### config.mk
export PLATFORM = sky130hd
export DESIGN_NAME = writeback_stage
export DESIGN_NICKNAME = d
export VERILOG_FILES = /design/src/rtl/pipeline_pkg.sv /design/src/rtl/retire_counter.sv /design/src/rtl/writeback_stage.sv
export SDC_FILE = /design/constraint.sdc
export NUM_CORES = 1
export LEC_CHECK = 0
export CAP_MARGIN = 25
export CORE_ASPECT_RATIO = 1.5
export CORE_MARGIN = 2
export CORE_UTILIZATION = 38
export CTS_CLUSTER_DIAMETER = 120
export CTS_CLUSTER_SIZE = 24
export DETAILED_ROUTE_END_ITERATION = 8
export HOLD_SLACK_MARGIN = 0.06
export PLACE_DENSITY = 0.85
export SETUP_SLACK_MARGIN = 0.02
export SLEW_MARGIN = 10
export SYNTH_ARGS = -nofsm -noshare
export SYNTH_HDL_FRONTEND = slang
export SYNTH_HIERARCHICAL = 1
export SYNTH_SLANG_ARGS = --single-unit
### constraint.sdc
create_clock -name clk -period 2.5 [get_ports clk]
set_input_delay 0.75 -clock clk [delete_from_list [all_inputs] [get_ports clk]]
set_output_delay 0.75 -clock clk [all_outputs]
set_load 0.005 [all_outputs]
### src/rtl/pipeline_pkg.sv
// Shared pipeline definitions: default data/register-index widths and the writeback FSM states.
package pipeline_pkg;
  localparam int DATA_WIDTH = 16;
  localparam int ADDR_WIDTH = 3;

  typedef enum logic {
    WB_RUN    = 1'b0,
    WB_HALTED = 1'b1
  } wb_state_t;
endpackage

### src/rtl/retire_counter.sv
// 16-bit wrapping retired-instruction counter; advances by one on every cycle inc is high.
module retire_counter (
  input  logic        clk,
  input  logic        rst,
  input  logic        inc,
  output logic [15:0] count
);
  logic [15:0] count_q;
  logic [15:0] count_d;

  always_comb begin
    count_d = count_q;
    if (inc) count_d = count_q + 16'd1;
  end

  always_ff @(posedge clk or posedge rst) begin
    if (rst) count_q <= '0;
    else     count_q <= count_d;
  end

  assign count = count_q;
endmodule

### src/rtl/writeback_stage.sv
// Writeback stage: MEM/WB register, ALU/load select, one-cycle register-file strobe, halt FSM.
// Optional retired-instruction counter enabled by defining WB_RETIRE_COUNT_EN.
module writeback_stage
  import pipeline_pkg::*;
#(
  parameter int DATA_WIDTH = pipeline_pkg::DATA_WIDTH,
  parameter int ADDR_WIDTH = pipeline_pkg::ADDR_WIDTH
) (
  input  logic                  clk,
  input  logic                  rst,
  input  logic                  mem_valid,
  output logic                  wb_ready,
  input  logic                  mem_reg_write,
  input  logic                  mem_to_reg,
  input  logic                  mem_halt,
  input  logic [ADDR_WIDTH-1:0] mem_dest,
  input  logic [DATA_WIDTH-1:0] mem_alu_result,
  input  logic [DATA_WIDTH-1:0] mem_read_data,
  input  logic                  stall,
  input  logic                  flush,
  output logic                  write_enable,
  output logic [ADDR_WIDTH-1:0] write_address,
  output logic [DATA_WIDTH-1:0] write_data,
  output logic                  fwd_valid,
  output logic [ADDR_WIDTH-1:0] fwd_address,
  output logic [DATA_WIDTH-1:0] fwd_data,
  output logic                  halted
`ifdef WB_RETIRE_COUNT_EN
  ,
  output logic [15:0]           retire_count
`endif
);
  wb_state_t             state_q, state_d;
  logic                  we_q, we_d;
  logic [ADDR_WIDTH-1:0] addr_q, addr_d;
  logic [DATA_WIDTH-1:0] data_q, data_d;
  logic                  accept;

  assign wb_ready = (state_q == WB_RUN) && !stall;
  assign accept   = mem_valid && wb_ready && !flush;

  // Bubbles clear only the strobe; address/data hold so the port does not toggle needlessly.
  always_comb begin
    state_d = state_q;
    we_d    = 1'b0;
    addr_d  = addr_q;
    data_d  = data_q;
    if (accept) begin
      we_d   = mem_reg_write;
      addr_d = mem_dest;
      data_d = mem_to_reg ? mem_read_data : mem_alu_result;
      if (mem_halt) state_d = WB_HALTED;
    end
  end

  always_ff @(posedge clk or posedge rst) begin
    if (rst) begin
      state_q <= WB_RUN;
      we_q    <= 1'b0;
      addr_q  <= '0;
      data_q  <= '0;
    end else begin
      state_q <= state_d;
      we_q    <= we_d;
      addr_q  <= addr_d;
      data_q  <= data_d;
    end
  end

  assign write_enable  = we_q;
  assign write_address = addr_q;
  assign write_data    = data_q;
  assign fwd_valid     = we_q;
  assign fwd_address   = addr_q;
  assign fwd_data      = data_q;
  assign halted        = (state_q == WB_HALTED);

`ifdef WB_RETIRE_COUNT_EN
  retire_counter u_retire_counter (
    .clk   (clk),
    .rst   (rst),
    .inc   (accept),
    .count (retire_count)
  );
`endif
endmodule

==> reports/metrics.yaml, run 1 <==
std_cell_rows: 25
fin_skew_ns: 0.00535
synth_fa_ha_area_share_pct: 0
p_clk_share_pct: 11.3
overflow: 0
grt_pass1_vias: 941
r2r_end: "fwd_data[13]"
h-tree-depth: 1
synth_compound_area_share_pct: 0.593
yosys.cell_count.top_type: "mux2_4"
hold_violations: 0
antenna_found_initial: 0
synth-edff-count: 0
grt_usage_pct: 15.8
drt_wl_total_mm: 2.90
yosysTopAreaCell: "dfrtp_1"
clk_pin_slew_ns: 0.07
crit_start: "stall"
viasPerCell: 4.70
vdd_drop_max_v: 0.000436
clock_latency_ns: 0.25
outcome: "finished clean"
criticalPathCategory: "in2out"
root_buffer: "clkbuf_8"
crit_path_max_fanout: 2
synth_top_family_by_area: "multiplexers"
max_slew_margin_pct: 74.5
grt_max_degree: 22
clockBufferDepth: 2
yosys_warnings: 6
rr_worst_depth: 3
rsz0062_at_grt: "no"
wire_per_inst_um: 15.0
r2r_slack_ns: 1.05
synthSimpleGateAreaFrac_pct: 2.67
max-cap-violations: 0
ctsHoldBuffers: 0
synthTopCellsByCount: "mux2_4 (28), dfrtp_1 (21), buf_4 (20)"
cpMaxStageDelayCell: "clkdlybuf4s50_1"
max_stage_delay_ns: 0.48
critPathRequiredTime_ns: 1.75
power_frac_comb_pct: 54.7
syn_area_per_cell_um2: 14.9
netSwitchingPower_mw: 0.485
area_growth_pct: 61.9
hold_class: "reg2reg"
start_kind: "primary input"
power_density_nw_per_um2: 929
worstSetupEndpoint: "wb_ready"
postRouteAntennaNets: 0
ys.flop_type: "dfrtp_1"
crit_path_end_kind: "primary output"
drive_gt1_share_pct: 28.8
timing.critical_path.cells: "clkdlybuf4s50_1 -> nor2_1 -> dlygate4sd2_1"
syn-instance-count: 85
setup_viol: 0
ys_seq_area_share_pct: 41.5
drtPass1Iterations: 2
tns_ns: 0
synthTopCellsByArea: "dfrtp_1 (42%), mux2_4 (33%), buf_4 (12%)"
hpwl_mm: 2.29
gp_congestion: 0.675
finalMaxSlewViolations: 0
internal-power_mw: 1.42
synth-xor-area-share_pct: 0
pin_count: 85
cts_buffers: 3
arrival_ns: 1.53
vias: 907
synthArstFlopShare_pct: 100
die_w_um: 51.1
fmax_mhz: 438
leakagePower_nw: 0.884
drt_iter0_drc: 4
synth_area_um2: 1260
cts_sinks: 21
p_total_mw: 1.90
synth_mux_area_share_pct: 39.5
tightest_slew_ns: 0.381
core-area_um2: 3160
fin_crit_ns: 2.28
grt_pass1_wl_mm: 4.49
nets: 197
synth.distinct_cells: 10
sw_frac_of_total_pct: 25.5
num_antenna_cells: 0
power_frac_seq_pct: 34.0
reg2reg_from: "halted"
drc_errors: 0
synth_fp_nets: 128
dieArea_um2: 3820
synth_top_area_share_pct: 41.5
fp.dieH_um: 74.7
post-route-period-util_pct: 91.3
start_util_pct: 40.0
ys_ff_latch: 21
cts_tree: "built"
port_buffers: 84
[cell families after synthesis]
group,after synthesis
and+or+nand+nor,3
AOI/OAI and AO/OA,1
muxes,35
buffers and inverters,25
DFF,21
[worst min path at each step]
| stage | start | end | slack, ns | cells after the start |
|---|---|---|---|---|
| after floorplan | fwd_data[13] | fwd_data[13] | 0.53 | 1 |
| after global placement | fwd_address[2] | fwd_address[2] | 0.52 | 1 |
| after detailed placement | fwd_data[9] | fwd_data[9] | 0.53 | 1 |
| after CTS | fwd_address[2] | fwd_address[2] | 0.55 | 1 |
| after global routing | fwd_address[0] | fwd_address[0] | 0.57 | 1 |
| final | fwd_address[2] | fwd_address[2] | 0.55 | 1 |
[final cells by class]
type                    count  area, µm²
well taps                  40       50.0
repair buffers             88        882
flip-flops and latches     21        526
clock inverters             1       5.00
clock buffers               3       41.3
multi-input cells          39        541
fillers                   245       1110
inverters                   1       3.75
[per-layer routing]
layer	part of all wire [%]	up-vias	GRT usage, %
met2	51	63	27.3
met5	0	-	0
met3	9.9	4	3.37
li1	-	410	-
met4	1.4	0	6.31
met1	37	430	19.2
[placed cells by master, fill, tap and decap left out]
cell	synthesis	layout
and2_1	1	1
dlygate4sd2_1	0	1
buf_12	0	1
mux2_2	7	7
clkbuf_8	0	3
buf_4	20	3
nor2_1	1	1
inv_1	1	1
clkdlybuf4s50_1	0	83
dfrtp_1	21	21
clkinv_2	0	1
nor4b_4	1	1
mux2_4	28	28
a21o_1	1	1
[worst max-delay path, delay by kind of cell]
family,cells,cell delay [ns]
buffers and inverters,2,0.74
AND/OR/NAND/NOR,1,0.05
[sequential cells by signal, summed over array words and instances (netlist names)]
signal / cells
fwd_data: 16
fwd_address: 3
fwd_valid: 1
halted: 1
[timing repair]
item	4_1_cts	5_1_grt
resized for setup	1	0
setup endpoints to repair	1	0
setup buffers	0	0
endpoints found under the hold margin	0	0
[through the flow]
step                hold slack [ns]  worst slack, ns  cells  utilization, %  area (µm²)
global placement              0.519          -0.0220    189            63.4        2000
detailed placement            0.532          -0.0425    189            63.4        2000
CTS                           0.553            0.209    193            64.8        2050
floorplan                     0.529            0.781     85               -        1260
global route                  0.568            0.190    193            64.8        2050
finish                        0.545            0.217    193            64.8        2050
[power groups by stage]
stage	logic, mW	registers [mW]	clock network, mW
2_1_floorplan	0.519	0.638	0
3_3_place_gp	1.04	0.634	0
5_1_grt	1.11	0.671	0.237
3_5_place_dp	1.05	0.652	0
6_report	1.04	0.647	0.215
4_1_cts	1.06	0.650	0.221
Note: power is estimated with default switching activity, not from simulation.
==> inputs of run 2 (changes only) <==
--- a/config.mk
+++ b/config.mk
@@ -15,7 +15,7 @@
 export HOLD_SLACK_MARGIN = 0.06
 export PLACE_DENSITY = 0.85
 export SETUP_SLACK_MARGIN = 0.02
-export SLEW_MARGIN = 10
+export SLEW_MARGIN = 5
 export SYNTH_ARGS = -nofsm -noshare
 export SYNTH_HDL_FRONTEND = slang
 export SYNTH_HIERARCHICAL = 1
==> results of run 2 <==
Same layout as run 1: the final DEF is identical, and so are final timing and power.
